[config.mk]
export PLATFORM = sky130hd
export DESIGN_NAME = sample_mavg_filter
export DESIGN_NICKNAME = d
export VERILOG_FILES = /design/src/rtl/sample_mavg_filter.sv
export SDC_FILE = /design/constraint.sdc
export NUM_CORES = 1
export LEC_CHECK = 0
export CAP_MARGIN = 25
export CORE_ASPECT_RATIO = 0.5
export CORE_UTILIZATION = 65
export CTS_CLUSTER_DIAMETER = 200
export DETAILED_ROUTE_END_ITERATION = 10
export PLACE_DENSITY = 0.93
export SLEW_MARGIN = 20
export SYNTH_ARGS = -nofsm -noshare
export SYNTH_HDL_FRONTEND = slang
export SYNTH_SLANG_ARGS = --single-unit
[constraint.sdc]
create_clock -name clk -period 10.4 [get_ports clk]
set_input_delay 2.6 -clock clk [delete_from_list [all_inputs] [get_ports clk]]
set_output_delay 2.6 -clock clk [all_outputs]
set_load 0.01 [all_outputs]
[src/rtl/sample_mavg_filter.sv]
// Moving-average filter over a 2^DEPTH_LOG2 sample window of 13-bit signed data.
// Defining SAMPLE_MAVG_PEAK_EN adds a peak tracker (peak_clr in, peak_data out).
module sample_mavg_filter #(
  parameter int DEPTH_LOG2 = 4
) (
  input  logic               clk,
  input  logic               rst_n,
  input  logic               en_filter,
  input  logic               sample_valid,
  input  logic signed [12:0] sample_data,
`ifdef SAMPLE_MAVG_PEAK_EN
  input  logic               peak_clr,
  output logic signed [12:0] peak_data,
`endif
  output logic signed [12:0] filt_data,
  output logic               filt_valid,
  output logic               filt_ready
);

  localparam int N  = 1 << DEPTH_LOG2;
  localparam int SW = 13 + DEPTH_LOG2;
  localparam int FW = DEPTH_LOG2 + 1;

  typedef enum logic [1:0] {IDLE, FILL, RUN} state_t;

  state_t                  state;
  logic signed [12:0]      win_mem [N];
  logic [DEPTH_LOG2-1:0]   wr_ptr;
  logic [FW-1:0]           fill_cnt;
  logic signed [SW-1:0]    sum;
  logic signed [SW-1:0]    sum_nxt;
  logic signed [SW-1:0]    samp_ext;
  logic signed [SW-1:0]    old_ext;
  logic signed [12:0]      avg_nxt;
  logic                    accept;
  logic                    fill_done;
  logic                    out_fire;

  always_comb begin
    accept    = sample_valid && en_filter && (state != IDLE);
    fill_done = (fill_cnt == FW'(N - 1));
    out_fire  = accept && ((state == RUN) || ((state == FILL) && fill_done));
    samp_ext  = {{DEPTH_LOG2{sample_data[12]}}, sample_data};
    // The oldest sample is only subtracted once the window is full.
    old_ext   = (state == RUN) ? {{DEPTH_LOG2{win_mem[wr_ptr][12]}}, win_mem[wr_ptr]} : '0;
    sum_nxt   = sum + samp_ext - old_ext;
    avg_nxt   = 13'(sum_nxt >>> DEPTH_LOG2);
  end

  always_ff @(posedge clk) begin
    if (!rst_n) begin
      state      <= IDLE;
      sum        <= '0;
      wr_ptr     <= '0;
      fill_cnt   <= '0;
      filt_data  <= '0;
      filt_valid <= 1'b0;
      filt_ready <= 1'b0;
    end else if (!en_filter) begin
      // filt_data deliberately keeps the last average.
      state      <= IDLE;
      sum        <= '0;
      wr_ptr     <= '0;
      fill_cnt   <= '0;
      filt_valid <= 1'b0;
      filt_ready <= 1'b0;
    end else begin
      filt_valid <= out_fire;
      if (state == IDLE)
        state <= FILL;
      if (accept) begin
        sum    <= sum_nxt;
        wr_ptr <= wr_ptr + DEPTH_LOG2'(1);
        if (state == FILL)
          fill_cnt <= fill_cnt + FW'(1);
      end
      if (out_fire) begin
        filt_data  <= avg_nxt;
        filt_ready <= 1'b1;
        state      <= RUN;
      end
    end
  end

  // Window storage has no reset; FILL writes every entry before RUN reads it.
  always_ff @(posedge clk) begin
    if (rst_n && accept)
      win_mem[wr_ptr] <= sample_data;
  end

`ifdef SAMPLE_MAVG_PEAK_EN
  localparam logic signed [12:0] PEAK_MIN = 13'h1000;

  always_ff @(posedge clk) begin
    if (!rst_n || !en_filter)
      peak_data <= PEAK_MIN;
    else if (out_fire && (peak_clr || (avg_nxt > peak_data)))
      peak_data <= avg_nxt;
    else if (peak_clr)
      peak_data <= PEAK_MIN;
  end
`endif

endmodule

### Word level (Yosys, flattened, before mapping)

Memory sizes are Yosys's and may differ from the RTL's. A register that Yosys moved wholly into a read port is not among the register bits.
Cells that the tools add are included.

| storage, ports and cells | value |
|---|---|
| register bits | 43 |
| output and inout bits | 15 |
| memory bits (writable) | 208 |
| input port bits | 17 |
| memories | 1 |

Memories:

| memory | words | bits a word | rd ports | clocked after Yosys merged registers in | wr ports | RTL line | text |
|---|---|---|---|---|---|---|---|
| win_mem | 16 | 13 | 1 | 1 | 1 | 27 | `logic signed [12:0] win_mem [N];` |

| cells by class | value |
|---|---|
| $add $sub $neg | 4 |
| bitwise logic cells | 2 |
| reductions and logical operators | 13 |
| muxes and demuxes | 7 |
| equal/unequal tests | 3 |

Operators with widths:

| operator | count |
|---|---|
| 17-bit by 13-bit adder with 17-bit output | 1 |
| 17-bit 2-to-1 mux | 1 |
| 17-bit subtractor | 1 |
| 4-bit 2-to-1 mux | 2 |
| 2-bit AND reduction | 3 |
| 5-bit by 1-bit adder with 5-bit output (second input constant) | 1 |
| 5-bit by 4-bit == test with 1-bit output (second input constant) | 1 |
| 1-bit logical AND | 5 |
| 4-bit by 1-bit adder with 4-bit output (second input constant) | 1 |
| 2-bit 2-to-1 mux | 2 |
| 2-bit nonzero test | 2 |
| 3-bit OR reduction | 1 |
| 2-bit by 1-bit == test with 1-bit output (second input constant) | 1 |
| 2-bit == test (second input constant) | 1 |
| 2-bit zero test | 1 |
| 1-bit 2-to-1 mux | 2 |
| 1-bit NOT | 2 |
| 1-bit logical OR | 1 |

### Depth between registers and ports, before layout

| depth | value |
|---|---|
| word-level depth | 5 |
| mapped depth | 16 |

### Worst setup path before layout

Ideal clock, no wire load.

| path | value |
|---|---|
| path kind | input-to-reg |
| from | input sample_data[12] |
| to | register filt_data[11] |
| setup time | 117 ps |
| setup slack | 5,472 ps |
| arrival time | 4,811 ps |
| required time | 10,283 ps |
| path buffers | 1 |
| cell stages on the path | 10 |
| cell sequence | inv_1 fa_1 inv_1 ha_1 clkbuf_1 a21o_1 a21o_1 a221oi_1 nand3b_1 a32o_1 |

| between the ends | value |
|---|---|
| word-level cells in the longest chain between the ends | 2 |

RTL lines:

| what | RTL line | text |
|---|---|---|
| from (decl) | 10 | `input logic signed [12:0] sample_data,` |
| 17-bit by 13-bit adder with 17-bit output | 46 | `sum_nxt = sum + samp_ext - old_ext;` |
| 17-bit subtractor | 46 |  |
| to (signal assigned) | 78 | `filt_data <= avg_nxt;` |
| to (decl) | 15 | `output logic signed [12:0] filt_data,` |

Every way passes these cells.
A chain may end at the register's enable or synchronous reset.

### Final worst setup path

| path | value |
|---|---|
| from | input sample_data[1] |
| to | register filt_data[4] |

The elaborated chain is that of the path after synthesis.

==> impl_metrics.sql <==
INSERT INTO impl_metrics (metric_group, metric, value, unit) VALUES
('timing', 'final.period_utilization', '0.5545', ''),
('layout', 'design_area', '0.01246', 'mm2'),
('setup_path', 'crit_path_cell_trace', 'clkdlybuf4s50_1 > inv_1 > fa_1 > inv_1 > fa_1 > a211oi_1 > o21ai_0 > a21boi_0 > xor2_1 > o22ai_1', ''),
('global_route', 'grt_antenna_before_repair', '1', ''),
('timing', 'achievable-frequency', '173.4', 'MHz'),
('floorplanning', 'core_area', '0.01656', 'mm2'),
('setup_path', 'timing.critical_path.required', '10.79', 'ns'),
('layout', 'fin_nets', '797', ''),
('yosys', 'fraction_of_registers_with_async_set_or_reset_after_synthesis', '0', ''),
('timing', 'hold_vio_cnt_final', '0', ''),
('yosys', 'synth.cell_area', '0.01112', 'mm2'),
('routing', 'drt-vias-per-instance', '6.939', ''),
('setup_path', 'critical_path.slowest_cell', 'clkdlybuf4s50_1', ''),
('timing', 'max-slew-margin-rel', '0.2670', ''),
('setup_path', 'crit_path_start_kind', 'input port', ''),
('layout', 'final_layout_size_suffix_gt1_frac', '0.1640', ''),
('cts', 'clock_sinks', '255', ''),
('timing', 'clock_skew', '0.01845', 'ns'),
('global_route', 'grt_pass1_vias', '6738', ''),
('run', 'max_cap_viol_count', '0', ''),
('global_route', 'grt_first_pass_wirelength', '41.91', 'mm'),
('layout', 'insertedDiodeCount', '0', ''),
('timing', 'worst_slew_pin_slew', '1.099', 'ns'),
('yosys', 'synth_seq_cells', '255', ''),
('layout', 'most_common_cell_after_layout_fill_and_taps_aside', 'edfxtp_1', ''),
('placement', 'place.port_buffers', '31', ''),
('min_path', 'holdPathStages', '2', ''),
('cts', 'htree_levels', '1', ''),
('floorplanning', 'die_h', '94.51', 'um'),
('status', 'status', 'complete, no violations', ''),
('setup_path', 'critical_path_arrival', '6.15', 'ns'),
('yosys', 'avg_synthesized_cell_area', '15.78', 'um2'),
('floorplanning', 'initial_utilization', '0.6719', ''),
('yosys', 'yosys_most_used_dff', 'edfxtp_1', ''),
('setup_path', 'path_delay_family', 'buffers and inverters', ''),
('cts', 'cts-buffers-inserted', '22', ''),
('floorplanning', 'die_outline_area', '0.01767', 'mm2'),
('timing', 'fin_tns_setup', '0', 'ns'),
('layout', 'commonest_cells_after_routing_fill_and_taps_aside', '208 x edfxtp_1, 66 x inv_1, 64 x mux4_2, 49 x nand2_1, 44 x dfxtp_1', ''),
('floorplanning', 'floorplan.io_pins', '32', ''),
('placement', 'hpwlAfterDp', '16.50', 'mm'),
('setup_path', 'r2r_cells', '12', ''),
('pwr', 'cellLeakagePower', '4.157', 'nW'),
('global_route', 'grt.overflow.total', '0', ''),
('yosys', 'synthesis.nets', '762', ''),
('routing', 'drc', '0', ''),
('pwr', 'vdd_drop_max', '0.1126', 'mV'),
('setup_path', 'worstPathBufferInverterCount', '3', ''),
('cts', 'cts_root_buffer', 'clkbuf_16', ''),
('cts', 'cts_resized', '0', ''),
('setup_path', 'critical-path-max-stage-delay', '0.84', 'ns'),
('setup_path', 'path_max_fanout', '17', ''),
('floorplanning', 'floorplan.die.width', '187.0', 'um'),
('yosys', 'post_synth_num_cell_types', '53', ''),
('timing', 'layout_min_cycle_time', '5.767', 'ns'),
('min_path', 'hold_path_startpoint', 'sum[0]$_SDFFE_PN0P_', ''),
('min_path', 'min_to', 'sum[0]$_SDFFE_PN0P_', ''),
('cts', 'ctsHoldBuffers', '0', ''),
('pwr', 'power_density_relative_to_cell_area', '166.6', 'mW/mm2'),
('yosys', 'synth_warnings', '0', ''),
('timing', 'finalSetupViolCount', '0', ''),
('yosys', 'synth-edff-count', '208', ''),
('setup_path', 'cp-end-kind', 'register', ''),
('routing', 'drt_pre_antenna_iters', '9', ''),
('routing', 'antenna_left', '0', ''),
('routing', 'route.detailed.wl_per_inst', '28.73', 'um'),
('routing', 'drt_wl_total', '28.25', 'mm'),
('global_route', 'grt_start_max_net_pins', '53', ''),
('cts', 'clk_pin_slew_worst_paths', '0.07', 'ns'),
('placement', 'place.gp.congestion', '0.9082', ''),
('cts', 'clock_insertion_delay_worst_skew', '0.53', 'ns');
-- flip-flops by register name, indices dropped and copies added (netlist names), named ones only --
signal,flops
filt_valid,1
state,2
filt_ready,1
filt_data,13
sum,17
fill_cnt,5
wr_ptr,4
win_mem,208
-- worst min-delay path: cells and delay by family (launching register included) --
family / cells / cell delay (ns)
AOI/OAI and AO/OA: 1 / 0.05
and+or+nand+nor: 1 / 0.05
DFF: 1 / 0.31
-- report_power, final --
part	internal, mW	switching [mW]
registers	1.10	0.00292
logic	0.0462	0.0845
clock network	0.453	0.386
total	1.60	0.473
-- stage by stage --
step           hold slack, ns    util  instances  setup WS [ns]  power (mW)
2_1_floorplan          0.4319       -        705          5.472       1.208
3_3_place_gp           0.4421  0.7041        938          4.399       1.246
3_5_place_dp           0.4481  0.7058        939          4.274       1.252
4_1_cts                0.4575  0.7489        979          4.702       2.064
5_1_grt                0.4956  0.7526        983          4.520       2.122
6_report               0.4603  0.7526        983          4.633       2.075
-- synth_stat cells, types with 5 or more instances --
cell	number	area share
ha_1	24	0.027
o21ai_0	11	0.0049
dfxtp_1	47	0.085
a21oi_1	27	0.012
nor2_1	22	0.0074
nand2_1	49	0.017
edfxtp_1	208	0.56
and2_1	24	0.013
xor2_1	11	0.0087
buf_4	5	0.0034
xnor2_1	6	0.0047
clkbuf_1	23	0.0078
and3_1	6	0.0034
mux4_2	64	0.13
nand4_1	8	0.0045
a21o_1	7	0.0047
a211oi_1	5	0.0034
inv_1	66	0.022
nand3_1	10	0.0045
fa_1	16	0.029
a21boi_0	6	0.0040
-- metal layers --
| layer | routed length [um] | vias to the layer above | track usage | share of wire |
|---|---|---|---|---|
| li1 | - | 2743 | - | - |
| met1 | 11010 | 3390 | 0.4633 | 0.39 |
| met2 | 13170 | 593 | 0.5295 | 0.47 |
| met3 | 3138 | 95 | 0.06540 | 0.11 |
| met4 | 926 | 0 | 0.1284 | 0.033 |
| met5 | 0 | - | 0 | 0 |
-- cell type report --
| class | instances | area [um2] |
|---|---|---|
| clock buffer | 28 | 583.1 |
| fill | 843 | 4096 |
| clock inverter | 12 | 130.1 |
| sequential | 255 | 7193 |
| multi-input combinational | 353 | 3580 |
| inverter | 66 | 247.7 |
| tap | 227 | 284.0 |
| timing repair buffer | 42 | 442.9 |
-- how the worst max path moves through the flow --
stage                    start                          to  slack, ns  cells past startpoint
2_1_floorplan  sample_data[12]  filt_data[11]$_SDFFE_PN0P_       5.47                     10
3_3_place_gp   sample_data[12]  filt_data[11]$_SDFFE_PN0P_       4.40                     10
3_5_place_dp   sample_data[12]  filt_data[11]$_SDFFE_PN0P_       4.27                     10
4_1_cts         sample_data[1]   filt_data[4]$_SDFFE_PN0P_       4.70                     10
5_1_grt         sample_data[8]  filt_data[11]$_SDFFE_PN0P_       4.52                     10
6_report        sample_data[1]   filt_data[4]$_SDFFE_PN0P_       4.63                     10
-- logic make-up (layout without fill, tap and decap cells) --
kind of cell             count (synthesis)  in the layout  share of synthesized area
buffers and inverters                   97            148                    0.03532
multiplexers                            69             69                     0.1343
XOR/XNOR                                17             17                    0.01338
AND/OR/NAND/NOR                        137            137                    0.06130
adder cells (fa/ha/maj)                 40             40                    0.05579
AO/OA/AOI/OAI                           90             90                    0.05388
flip-flops                             255            255                     0.6460
No activity file was read; power rests on OpenSTA's default activity.
